### config.mk
export PLATFORM = sky130hd
export DESIGN_NAME = ysyx_22051013_wb_arb
export DESIGN_NICKNAME = d
export VERILOG_FILES = /design/src/rtl/ysyx_22051013_wb_arb_pkg.sv /design/src/rtl/ysyx_22051013_wb_arb_fifo.sv /design/src/rtl/ysyx_22051013_wb_arb.sv
export SDC_FILE = /design/constraint.sdc
export NUM_CORES = 1
export LEC_CHECK = 0
export ABC_AREA = 1
export CORE_UTILIZATION = 45
export CTS_CLUSTER_DIAMETER = 30
export CTS_CLUSTER_SIZE = 30
export DETAILED_ROUTE_END_ITERATION = 12
export PLACE_DENSITY_LB_ADDON = 0.25
export SLEW_MARGIN = 20
export SYNTH_ARGS = -nofsm -noshare
export SYNTH_HDL_FRONTEND = slang
export SYNTH_SLANG_ARGS = --single-unit
### constraint.sdc
create_clock -name clk -period 4.6 [get_ports clk]
set_input_delay 0.92 -clock clk [delete_from_list [all_inputs] [get_ports clk]]
set_output_delay 0.92 -clock clk [all_outputs]
set_load 0.02 [all_outputs]
### src/rtl/ysyx_22051013_wb_arb_pkg.sv
// ---------------------------------------------------------------------------
// ysyx_22051013_wb_arb_pkg
// Shared widths and defaults for the write-back arbiter and its result FIFO.
// This is the common pip_cpu definition point: register address width,
// write-data width, FIFO depth and the starvation limit all come from here.
//
// Contents:
//   DATA_W_DEF      default register write-data width
//   REGADDR_W       register address width (32 architectural registers)
//   FIFO_DEPTH_DEF  default number of buffered mul/div results
//   STARVE_MAX_DEF  default number of lost arbitrations before forcing
//   STARV_W         width of the starvation counter
//   grant_e         which requester owns the register-file port this cycle
//   satInc          saturating increment used by the starvation counter
// ---------------------------------------------------------------------------
package ysyx_22051013_wb_arb_pkg;

    localparam int DATA_W_DEF     = 64;
    localparam int REGADDR_W      = 5;
    localparam int FIFO_DEPTH_DEF = 2;
    localparam int STARVE_MAX_DEF = 4;
    localparam int STARV_W        = 3;

    typedef enum logic [1:0] {
        GRANT_NONE = 2'd0,
        GRANT_WB   = 2'd1,
        GRANT_FIFO = 2'd2
    } grant_e;

    // Counts up by one but never past the given ceiling, so the counter
    // parks at the forcing threshold instead of wrapping back to zero.
    function automatic logic [STARV_W-1:0] satInc(
        input logic [STARV_W-1:0] value,
        input logic [STARV_W-1:0] ceiling
    );
        logic [STARV_W-1:0] result;
        if (value >= ceiling) begin
            result = ceiling;
        end else begin
            result = value + STARV_W'(1);
        end
        return result;
    endfunction

endpackage

### src/rtl/ysyx_22051013_wb_arb_fifo.sv
// ---------------------------------------------------------------------------
// ysyx_22051013_wb_fifo
// Small result FIFO for long-latency (mul/div) write-backs. Each entry keeps
// a valid bit next to its destination register so the decode stage can ask
// "is this source still waiting for a buffered result?" against every entry
// in parallel.
//
// Ports:
//   clk, rst           clock and synchronous active-high reset
//   push_i             write an entry (ignored when full)
//   pushAddr_i/Data_i  destination register and data of the pushed entry
//   pop_i              retire the head entry (ignored when empty)
//   headAddr_o/Data_o  destination register and data of the head entry
//   empty_o, full_o    derived from the occupancy count
//   rs1Addr_i/rs2Addr_i decode-stage source registers to compare
//   rs1Match_o/rs2Match_o per-entry hit vectors (valid entry, same address)
// ---------------------------------------------------------------------------
module ysyx_22051013_wb_fifo
    import ysyx_22051013_wb_arb_pkg::*;
#(
    parameter int DATA_W = DATA_W_DEF,
    parameter int DEPTH  = FIFO_DEPTH_DEF
) (
    input  logic                 clk,
    input  logic                 rst,
    input  logic                 push_i,
    input  logic [REGADDR_W-1:0] pushAddr_i,
    input  logic [DATA_W-1:0]    pushData_i,
    input  logic                 pop_i,
    output logic [REGADDR_W-1:0] headAddr_o,
    output logic [DATA_W-1:0]    headData_o,
    output logic                 empty_o,
    output logic                 full_o,
    input  logic [REGADDR_W-1:0] rs1Addr_i,
    input  logic [REGADDR_W-1:0] rs2Addr_i,
    output logic [DEPTH-1:0]     rs1Match_o,
    output logic [DEPTH-1:0]     rs2Match_o
);

    localparam int PTR_W = (DEPTH > 1) ? $clog2(DEPTH) : 1;
    localparam int CNT_W = $clog2(DEPTH + 1);
    localparam logic [PTR_W-1:0] LAST_PTR = PTR_W'(DEPTH - 1);
    localparam logic [CNT_W-1:0] FULL_CNT = CNT_W'(DEPTH);

    logic [REGADDR_W-1:0] addrMem_q [DEPTH];
    logic [DATA_W-1:0]    dataMem_q [DEPTH];
    logic [DEPTH-1:0]     valid_q;
    logic [DEPTH-1:0]     valid_d;
    logic [PTR_W-1:0]     wrPtr_q;
    logic [PTR_W-1:0]     wrPtr_d;
    logic [PTR_W-1:0]     rdPtr_q;
    logic [PTR_W-1:0]     rdPtr_d;
    logic [CNT_W-1:0]     count_q;
    logic [CNT_W-1:0]     count_d;
    logic                 doPush;
    logic                 doPop;

    assign empty_o    = (count_q == '0);
    assign full_o     = (count_q == FULL_CNT);
    assign doPush     = push_i & ~full_o;
    assign doPop      = pop_i & ~empty_o;
    assign headAddr_o = addrMem_q[rdPtr_q];
    assign headData_o = dataMem_q[rdPtr_q];

    // Pointer, valid-bit and occupancy bookkeeping. Pointers wrap at DEPTH
    // explicitly so non-power-of-two depths still work. Full/empty come
    // from the count, so equal pointers are never ambiguous. A push and a
    // pop in the same cycle never touch the same slot because a push needs
    // a free slot and a pop needs an occupied one.
    always_comb begin
        wrPtr_d = wrPtr_q;
        rdPtr_d = rdPtr_q;
        count_d = count_q;
        valid_d = valid_q;
        if (doPush) begin
            wrPtr_d          = (wrPtr_q == LAST_PTR) ? '0 : wrPtr_q + 1'b1;
            valid_d[wrPtr_q] = 1'b1;
        end
        if (doPop) begin
            rdPtr_d          = (rdPtr_q == LAST_PTR) ? '0 : rdPtr_q + 1'b1;
            valid_d[rdPtr_q] = 1'b0;
        end
        case ({doPush, doPop})
            2'b10:   count_d = count_q + 1'b1;
            2'b01:   count_d = count_q - 1'b1;
            default: count_d = count_q;
        endcase
    end

    // Control state register. Reset empties the FIFO outright, which is how
    // buffered results get discarded when the core is flushed.
    always_ff @(posedge clk) begin
        if (rst) begin
            wrPtr_q <= '0;
            rdPtr_q <= '0;
            count_q <= '0;
            valid_q <= '0;
        end else begin
            wrPtr_q <= wrPtr_d;
            rdPtr_q <= rdPtr_d;
            count_q <= count_d;
            valid_q <= valid_d;
        end
    end

    // Entry payload storage. It needs no reset: nothing reads a slot as
    // meaningful unless its valid bit (or the count) says it is occupied.
    always_ff @(posedge clk) begin
        if (doPush) begin
            addrMem_q[wrPtr_q] <= pushAddr_i;
            dataMem_q[wrPtr_q] <= pushData_i;
        end
    end

    // Per-entry hazard compare. An entry stays valid through the cycle it
    // is popped, so a consumer sees it busy until the pop has taken effect.
    always_comb begin
        for (int i = 0; i < DEPTH; i++) begin
            rs1Match_o[i] = valid_q[i] && (addrMem_q[i] == rs1Addr_i);
            rs2Match_o[i] = valid_q[i] && (addrMem_q[i] == rs2Addr_i);
        end
    end

endmodule

### src/rtl/ysyx_22051013_wb_arb.sv
// ---------------------------------------------------------------------------
// ysyx_22051013_wb_arb
// Register-file write-back arbiter. The in-order pipeline and a buffered
// mul/div result FIFO share one register-file write port. The pipeline wins
// by default; the FIFO head wins when the pipeline is idle, or is forced in
// after STARVE_MAX consecutive lost arbitrations (stalling the pipeline for
// that one cycle). The winning write is registered onto the rf_* port.
//
// Ports:
//   clk, rst                 clock, synchronous active-high reset
//   wb_valid/wb_rd_addr/wb_rd_data  pipeline write-back request
//   wb_ready                 pipeline request accepted this cycle
//   md_valid/md_rd_addr/md_rd_data  mul/div result request
//   md_ready                 FIFO has room
//   rs1_addr/rs2_addr        decode-stage source registers
//   rs1_busy/rs2_busy        source waits on a buffered mul/div result
//   rf_we/rf_waddr/rf_wdata  registered register-file write port
// ---------------------------------------------------------------------------
module ysyx_22051013_wb_arb
    import ysyx_22051013_wb_arb_pkg::*;
#(
    parameter int DATA_W     = DATA_W_DEF,
    parameter int FIFO_DEPTH = FIFO_DEPTH_DEF,
    parameter int STARVE_MAX = STARVE_MAX_DEF
) (
    input  logic                 clk,
    input  logic                 rst,
    input  logic                 wb_valid,
    input  logic [REGADDR_W-1:0] wb_rd_addr,
    input  logic [DATA_W-1:0]    wb_rd_data,
    output logic                 wb_ready,
    input  logic                 md_valid,
    input  logic [REGADDR_W-1:0] md_rd_addr,
    input  logic [DATA_W-1:0]    md_rd_data,
    output logic                 md_ready,
    input  logic [REGADDR_W-1:0] rs1_addr,
    input  logic [REGADDR_W-1:0] rs2_addr,
    output logic                 rs1_busy,
    output logic                 rs2_busy,
    output logic                 rf_we,
    output logic [REGADDR_W-1:0] rf_waddr,
    output logic [DATA_W-1:0]    rf_wdata
);

    localparam logic [STARV_W-1:0] STARVE_LIMIT = STARV_W'(STARVE_MAX);

    logic                 fifoPush;
    logic                 fifoPop;
    logic                 fifoEmpty;
    logic                 fifoFull;
    logic [REGADDR_W-1:0] headAddr;
    logic [DATA_W-1:0]    headData;
    logic [FIFO_DEPTH-1:0] rs1Match;
    logic [FIFO_DEPTH-1:0] rs2Match;
    logic                 starved;
    grant_e               grantSel;

    logic [STARV_W-1:0]   starvCnt_q;
    logic [STARV_W-1:0]   starvCnt_d;
    logic                 rfWe_q;
    logic                 rfWe_d;
    logic [REGADDR_W-1:0] rfWaddr_q;
    logic [REGADDR_W-1:0] rfWaddr_d;
    logic [DATA_W-1:0]    rfWdata_q;
    logic [DATA_W-1:0]    rfWdata_d;

    ysyx_22051013_wb_fifo #(
        .DATA_W (DATA_W),
        .DEPTH  (FIFO_DEPTH)
    ) u_fifo (
        .clk        (clk),
        .rst        (rst),
        .push_i     (fifoPush),
        .pushAddr_i (md_rd_addr),
        .pushData_i (md_rd_data),
        .pop_i      (fifoPop),
        .headAddr_o (headAddr),
        .headData_o (headData),
        .empty_o    (fifoEmpty),
        .full_o     (fifoFull),
        .rs1Addr_i  (rs1_addr),
        .rs2Addr_i  (rs2_addr),
        .rs1Match_o (rs1Match),
        .rs2Match_o (rs2Match)
    );

    // Handshakes. While reset is held nothing is pushed or granted and both
    // requesters are told they may proceed, so upstream logic coming out of
    // reset sees an open, empty arbiter. md_ready looks only at the current
    // occupancy: a pop this cycle does not free room for a same-cycle push.
    assign starved  = (starvCnt_q == STARVE_LIMIT);
    assign md_ready = rst | ~fifoFull;
    assign wb_ready = rst | ~(starved & ~fifoEmpty);
    assign fifoPush = ~rst & md_valid & ~fifoFull;
    assign fifoPop  = (grantSel == GRANT_FIFO);

    // x0 is hardwired zero, so a source naming it never waits on anything.
    assign rs1_busy = (rs1_addr != '0) && (|rs1Match);
    assign rs2_busy = (rs2_addr != '0) && (|rs2Match);

    assign rf_we    = rfWe_q;
    assign rf_waddr = rfWaddr_q;
    assign rf_wdata = rfWdata_q;

    // Arbitration. The FIFO only competes with entries already stored, so a
    // result pushed this cycle is first eligible next cycle. The FIFO head
    // takes the port when the pipeline is idle or when it has been starved
    // for STARVE_MAX grants in a row.
    always_comb begin
        grantSel = GRANT_NONE;
        if (!rst) begin
            if (!fifoEmpty && (!wb_valid || starved)) begin
                grantSel = GRANT_FIFO;
            end else if (wb_valid) begin
                grantSel = GRANT_WB;
            end
        end
    end

    // Starvation counter. It only tracks losses while something is actually
    // waiting in the FIFO; an empty FIFO or a FIFO grant starts it over.
    always_comb begin
        starvCnt_d = starvCnt_q;
        if (fifoEmpty || grantSel == GRANT_FIFO) begin
            starvCnt_d = '0;
        end else if (grantSel == GRANT_WB) begin
            starvCnt_d = satInc(starvCnt_q, STARVE_LIMIT);
        end
    end

    // Register-file write staging. A grant to x0 still completes its
    // handshake but produces no write; address and data only change when
    // a real write goes out, so they hold their last value otherwise.
    always_comb begin
        rfWe_d    = 1'b0;
        rfWaddr_d = rfWaddr_q;
        rfWdata_d = rfWdata_q;
        if (grantSel == GRANT_FIFO && headAddr != '0) begin
            rfWe_d    = 1'b1;
            rfWaddr_d = headAddr;
            rfWdata_d = headData;
        end else if (grantSel == GRANT_WB && wb_rd_addr != '0) begin
            rfWe_d    = 1'b1;
            rfWaddr_d = wb_rd_addr;
            rfWdata_d = wb_rd_data;
        end
    end

    // State registers for the starvation counter and the write port.
    always_ff @(posedge clk) begin
        if (rst) begin
            starvCnt_q <= '0;
            rfWe_q     <= 1'b0;
            rfWaddr_q  <= '0;
            rfWdata_q  <= '0;
        end else begin
            starvCnt_q <= starvCnt_d;
            rfWe_q     <= rfWe_d;
            rfWaddr_q  <= rfWaddr_d;
            rfWdata_q  <= rfWdata_d;
        end
    end

endmodule

==> flow_metrics.tcl <==
set metrics [dict create \
    grt_max_degree 157 \
    tritoncts "built" \
    port_buffers 225 \
    dpl_cell_area_um2 11600 \
    worst_ep_arrival_time_ns 2.66 \
    hold_viol 0 \
    dp_hpwl_um 14200 \
    switching_share 0.244 \
    antenna_found_initial 0 \
    numCtsBuffers 45 \
    switching_power_mw 1.51 \
    grt_pass1_vias 7285 \
    worstMarginPinSlew_ns 1.01 \
    drc 0 \
    combPwrFrac 0.128 \
    nets 1298 \
    fin_crit_sh 0.779 \
    synth_nets 1075 \
    slew_violations 0 \
    critPathTopFamily "buffers and inverters" \
    final_cell_area_um2 13100 \
    startpoint_type "input port" \
    outcome "completed" \
    clk_pin_slew_worst_paths_ns 0.04 \
    tns_ns 0 \
    whs_ns 0.466 \
    drtIter0Drc 401 \
    crit_chain "clkdlybuf4s50_1 -> inv_2 -> nand2_1 -> clkdlybuf4s50_1" \
    cts_root_buf "clkbuf_16" \
    cts_hold_buf 0 \
    max_freq_mhz 279 \
    wl_um 23500 \
    setup_viol 0 \
    cpMostUsedCell "clkdlybuf4s50_1" \
    clock_path_buffers 3 \
    postSynthAreaPerCell_um2 10.1 \
    cts.sinks 218 \
    p_clk_frac 0.497 \
    grt_usage 0.226 \
    fillers 1581 \
    seq_area_frac_synth 0.620 \
    fin_crit_ns 3.58 \
    core-area_um2 20200 \
    crit_fanout 36 \
    crit_path_top_delay_cell "inv_2" \
    cts_setup_buffers 0 \
    start_util 0.458 \
    grt_pass1_wl_um 37800 \
    power.leakage_nw 5.39 \
    critPathMaxStageDelay_ns 0.57 \
    seq_power_share 0.375 \
    dieArea_um2 21200 \
    crit_required_ns 3.68 \
    drt-pass1-iter-count 4 \
    place.gp.congestion 0.837 \
    clk_latency_ns 0.53 \
    num_vias 7361 \
    cp-end-kind "primary output" \
    hp-class "flop to flop" \
    die_w_um 146 \
    ys_warn_count 0 \
    critPathKind "input port to primary output" \
    wl_per_cell_um 16.2 \
    diodes 0 \
    p_int_mw 4.68 \
    io_pins 226 \
    clock-skew-final_ns 0.0229 \
    syn_area_um2 9270 \
    final_antenna_net_count 0 \
    ctsResizeCount 0 \
    drive_gt1_frac 0.0805 \
    critPathBufInv 3 \
    routed_via_density 5.08 \
    maxCapViolCount 0 \
    slew_headroom 0.322 \
    gr-total-overflow 0 \
    final_cell_mix "nand2_1, clkdlybuf4s50_1, edfxtp_1, nand3_1, dfxtp_1" \
    postSynthRegisterBits 218 \
    rsz0062_at_grt "false" \
    area_growth_pct 41.3 \
    fp.dieH_um 146 \
    cellPowerDensity_nw_per_um2 472 \
    row_count 52 \
    yosysUniqueCellTypes 32 \
    syn_inst 920 \
    mostFrequentLayoutCell "nand2_1" \
    ir_worst_vdd_mv 0.346 \
    htreeDepth 2 \
]
worst reg2reg max path: stages (launching register included):
cell and delay, ns:
dfxtp_4 0.75, inv_2 0.42, nand2_1 0.20, nand2_1 0.06
nor2_1 0.14, nand3_2 0.07, buf_4 0.33, nand2_4 0.17
nand2_2 0.59, nand3_1 0.28, nand2_1 0.09
cell families (layout without fill, tap and decap cells):
family / count (synthesis) / count (layout) / share of synthesized area
compound gates: 55 / 55 / 0.0321
xor+xnor: 6 / 6 / 0.00567
fa+ha+maj: 3 / 3 / 0.00405
buf+inv: 141 / 401 / 0.0709
flops: 218 / 218 / 0.620
mux: 44 / 44 / 0.0475
simple gates: 453 / 453 / 0.220
flip-flops by register name, summed over array words and instances (netlist names), named ones only:
| name | flops |
|---|---|
| u_fifo.dataMem_q | 128 |
| rf_wdata | 64 |
| u_fifo.addrMem_q | 10 |
| rf_waddr | 5 |
| starvCnt_q | 3 |
| u_fifo.count_q | 2 |
| u_fifo.valid_q | 2 |
| rf_we | 1 |
| u_fifo.rdPtr_q | 1 |
| u_fifo.wrPtr_q | 1 |
final cells by class:
type / instances / area, um^2 / area share
sequential: 218 / 5750 / 0.439
multi-input combinational: 561 / 2880 / 0.220
timing repair buffer: 234 / 2340 / 0.179
clock buffer: 60 / 1240 / 0.0949
tap: 270 / 338 / 0.0258
inverter: 83 / 313 / 0.0239
clock inverter: 24 / 234 / 0.0179
synth_stat cells (all sizes together):
library cell | instances | area share
clkbuf | 21 | 0.0085
o22ai | 7 | 0.0047
a21oi | 12 | 0.0065
nand3 | 96 | 0.052
nor4 | 1 | 0.00068
nand2 | 260 | 0.11
o211a | 1 | 0.0011
ha | 3 | 0.0040
edfxtp | 138 | 0.45
nor2 | 19 | 0.0088
o21ai | 33 | 0.018
o21a | 1 | 0.00081
dfxtp | 80 | 0.17
mux2i | 44 | 0.048
xnor2 | 2 | 0.0019
a211oi | 1 | 0.00081
nor3 | 3 | 0.0016
nand4 | 70 | 0.047
buf | 37 | 0.029
nand3b | 4 | 0.0032
inv | 83 | 0.034
xor2 | 4 | 0.0038
path summary, 6_finish.rpt:
| check | cells after the start | slack (ns) | endpoint | startpoint |
|---|---|---|---|---|
| setup / recovery | 4 | 1.02 | md_ready | rst |
| hold / removal | 2 | 0.47 | flop | u_fifo.rdPtr_q |
| setup reg to reg | 10 | 1.37 | rf_wdata[37] | flop |
| hold reg to reg | 2 | 0.47 | flop | u_fifo.rdPtr_q |
metal layers:
layer	track usage	vias to the layer above	wire, um
li1	-	3629	-
met1	0.296	3408	10400
met2	0.380	284	11200
met3	0.0455	40	1560
met4	0.0689	0	451
met5	0	-	0
power groups by stage:
stage,Sequential [mW],Clock (mW),Combinational [mW]
after floorplan,2.44,0,0.311
after global placement,2.35,0,0.780
after detailed placement,2.35,0,0.792
after CTS,2.32,3.12,0.798
after global routing,2.33,3.23,0.863
final,2.32,3.08,0.792
stage by stage:
stage	setup slack (ns)	util	std cells	power [mW]
finish	1.02	0.648	1450	6.19
global route	0.876	0.648	1450	6.43
CTS	1.01	0.648	1450	6.23
detailed placement	0.748	0.575	1366	3.14
global placement	0.885	0.575	1366	3.13
floorplan	0.0259	-	920	2.75
Note: power is estimated with default switching activity, not from simulation.
==> RTL change: new RTL, same flow settings <==
Change the package constant `STARV_W` from 3 to 6.
--- a/src/rtl/ysyx_22051013_wb_arb_pkg.sv
+++ b/src/rtl/ysyx_22051013_wb_arb_pkg.sv
@@ -20,5 +20,5 @@
     localparam int FIFO_DEPTH_DEF = 2;
     localparam int STARVE_MAX_DEF = 4;
-    localparam int STARV_W        = 3;
+    localparam int STARV_W        = 6;
 
     typedef enum logic [1:0] {
Formal check against the unedited RTL: same outputs for any inputs over 4 cycles, from zero or initial values and one cycle with rst high; that may be too few to reach the edited logic, so the function may still have changed.
==> RTL change against the original RTL <==
Power up 0.95%. Combinational power about the same. Via count up 10%. Synthesized area up 4.6%. Worst setup slack worse by 0.0012 ns. Final area up 4.1%. Non-clock buffer count up 4. Sequential cell count up 3. Critical endpoint is now rs1_busy. Routed wire length up 3.9%. Highest routed layer is now met5.
==> RTL change: results (changes against the original RTL) <==
[cts]
numCtsBuffers=42  ; -6.7%
clkLatencyLatePin_ns=0.52

[status]
outcome=complete, no violations

[worst_setup_path]
cpMaxStageDelayCell=clkdlybuf4s50_1
arrival_ns=2.67  ; about the same
worstPathMaxFanout=3  ; -92%
r2r_cells=12  ; +2
slowest_delay_ns=0.62  ; +0.05 ns

[layout]
drive_above_1_share=0.0710  ; -0.00955
fillerInstances=1737  ; +9.9%
top_register=u_fifo.dataMem_q
nets=1502  ; +16%

[global_routing]
grt_pass1_wl_mm=38.9  ; +3.0%
grt_use_total=0.222  ; -0.00426
grt_max_degree=70  ; -55%
antenna_found_initial=2  ; +2
grt_pass1_vias=7885  ; +8.2%

[synth]
ys_seq_area_frac=0.599  ; -0.0212
synthArstFlopShare=0  ; unchanged
synth_cell_types=33  ; +3.1%
synth.area.top_cells=edfxtp_1, nand2_1, dfxtp_1
ys_warn_count=0  ; unchanged
synth_commonest_cells=nand2_1, edfxtp_1, nor2_1

[power_and_ir_drop]
vdd_drop_max_mv=0.257  ; -26%
leakage_nw=5.88  ; +9.1%
switching_share=0.238  ; -0.00607

[detailed_routing]
drtIter0Drc=452  ; +13%
drt-total-wl_mm=24.4  ; +3.9%
vias_per_cell=4.88  ; -3.8%
firstDrtPassIters=7  ; +3

[sta]
slew_headroom=0.486  ; +0.164
fin_skew_ns=0.0165  ; -0.00643 ns

[min_path]
hold_depth=1  ; -1

[place]
place_congestion=0.834  ; -0.41%
dpl.hpwl_mm=15.3  ; +7.6%

RTL change: cell types whose count changed after synthesis, sizes merged, moves of 4 or more:
cell / delta
nand2: +216
o22ai: +4
nor3: +4
nand3b: +42
nor2: +100
mux2i: -44
inv: -16
nand3: -42
clkbuf: +4
xor2: -4
nand4: -68
RTL change: logic make-up after synthesis:
family / Yosys count / synth area share
flip-flops: 221 / 0.599
other: 1 / 0.000387
AO/OA/AOI/OAI: 64 / 0.0370
adder cells (fa/ha/maj): 3 / 0.00387
XOR/XNOR: 2 / 0.00181
buffers and inverters: 127 / 0.0557
AND/OR/NAND/NOR: 705 / 0.303
RTL change: worst paths after layout:
check                         start                end  slack, ns
setup / recovery        rs1_addr[3]           rs1_busy       1.01
hold / removal    u_fifo.count_q[1]  u_fifo.count_q[1]       0.49
setup reg to reg           register        rf_wdata[1]       2.09
hold reg to reg   u_fifo.count_q[1]  u_fifo.count_q[1]       0.49
RTL change: worst max-delay path, delay by kind of cell:
kind / cells / cell delay [ns]
AOI/OAI and AO/OA: 2 / 0.41
buffers and inverters: 3 / 1.18
and+or+nand+nor: 2 / 0.14
RTL change: power groups by stage:
stage               registers [mW]  clock network, mW  logic (mW)
floorplan                     2.42                  0       0.342
global placement              2.34                  0       0.777
detailed placement            2.34                  0       0.792
CTS                           2.30               3.19       0.798
global route                  2.31               3.29       0.874
finish                        2.30               3.15       0.792
RTL change: stage by stage:
step | cell area (um2) | std cells | worst slack, ns | util
final | 13600 | 1657 | 1.01 | 0.647
after CTS | 13600 | 1656 | 1.01 | 0.647
after global routing | 13600 | 1657 | 0.918 | 0.647
after floorplan | 9710 | 1125 | 0.0373 | -
after global placement | 12100 | 1578 | 1.09 | 0.576
after detailed placement | 12100 | 1578 | 1.02 | 0.576
RTL change: layout make-up:
| class | instances | share of cell area |
|---|---|---|
| well taps | 275 | 0.0252 |
| repair buffers | 238 | 0.174 |
| clock buffers | 50 | 0.0823 |
| multi-input cells | 777 | 0.247 |
| diodes | 1 | 0.000183 |
| flip-flops and latches | 221 | 0.426 |
| clock inverters | 28 | 0.0271 |
| inverters | 67 | 0.0185 |
RTL change: layer usage:
metal	global-route usage	part of all wire
met1	0.280	0.42
met3	0.0520	0.068
met2	0.373	0.49
met4	0.0806	0.023
met5	0	0.00061
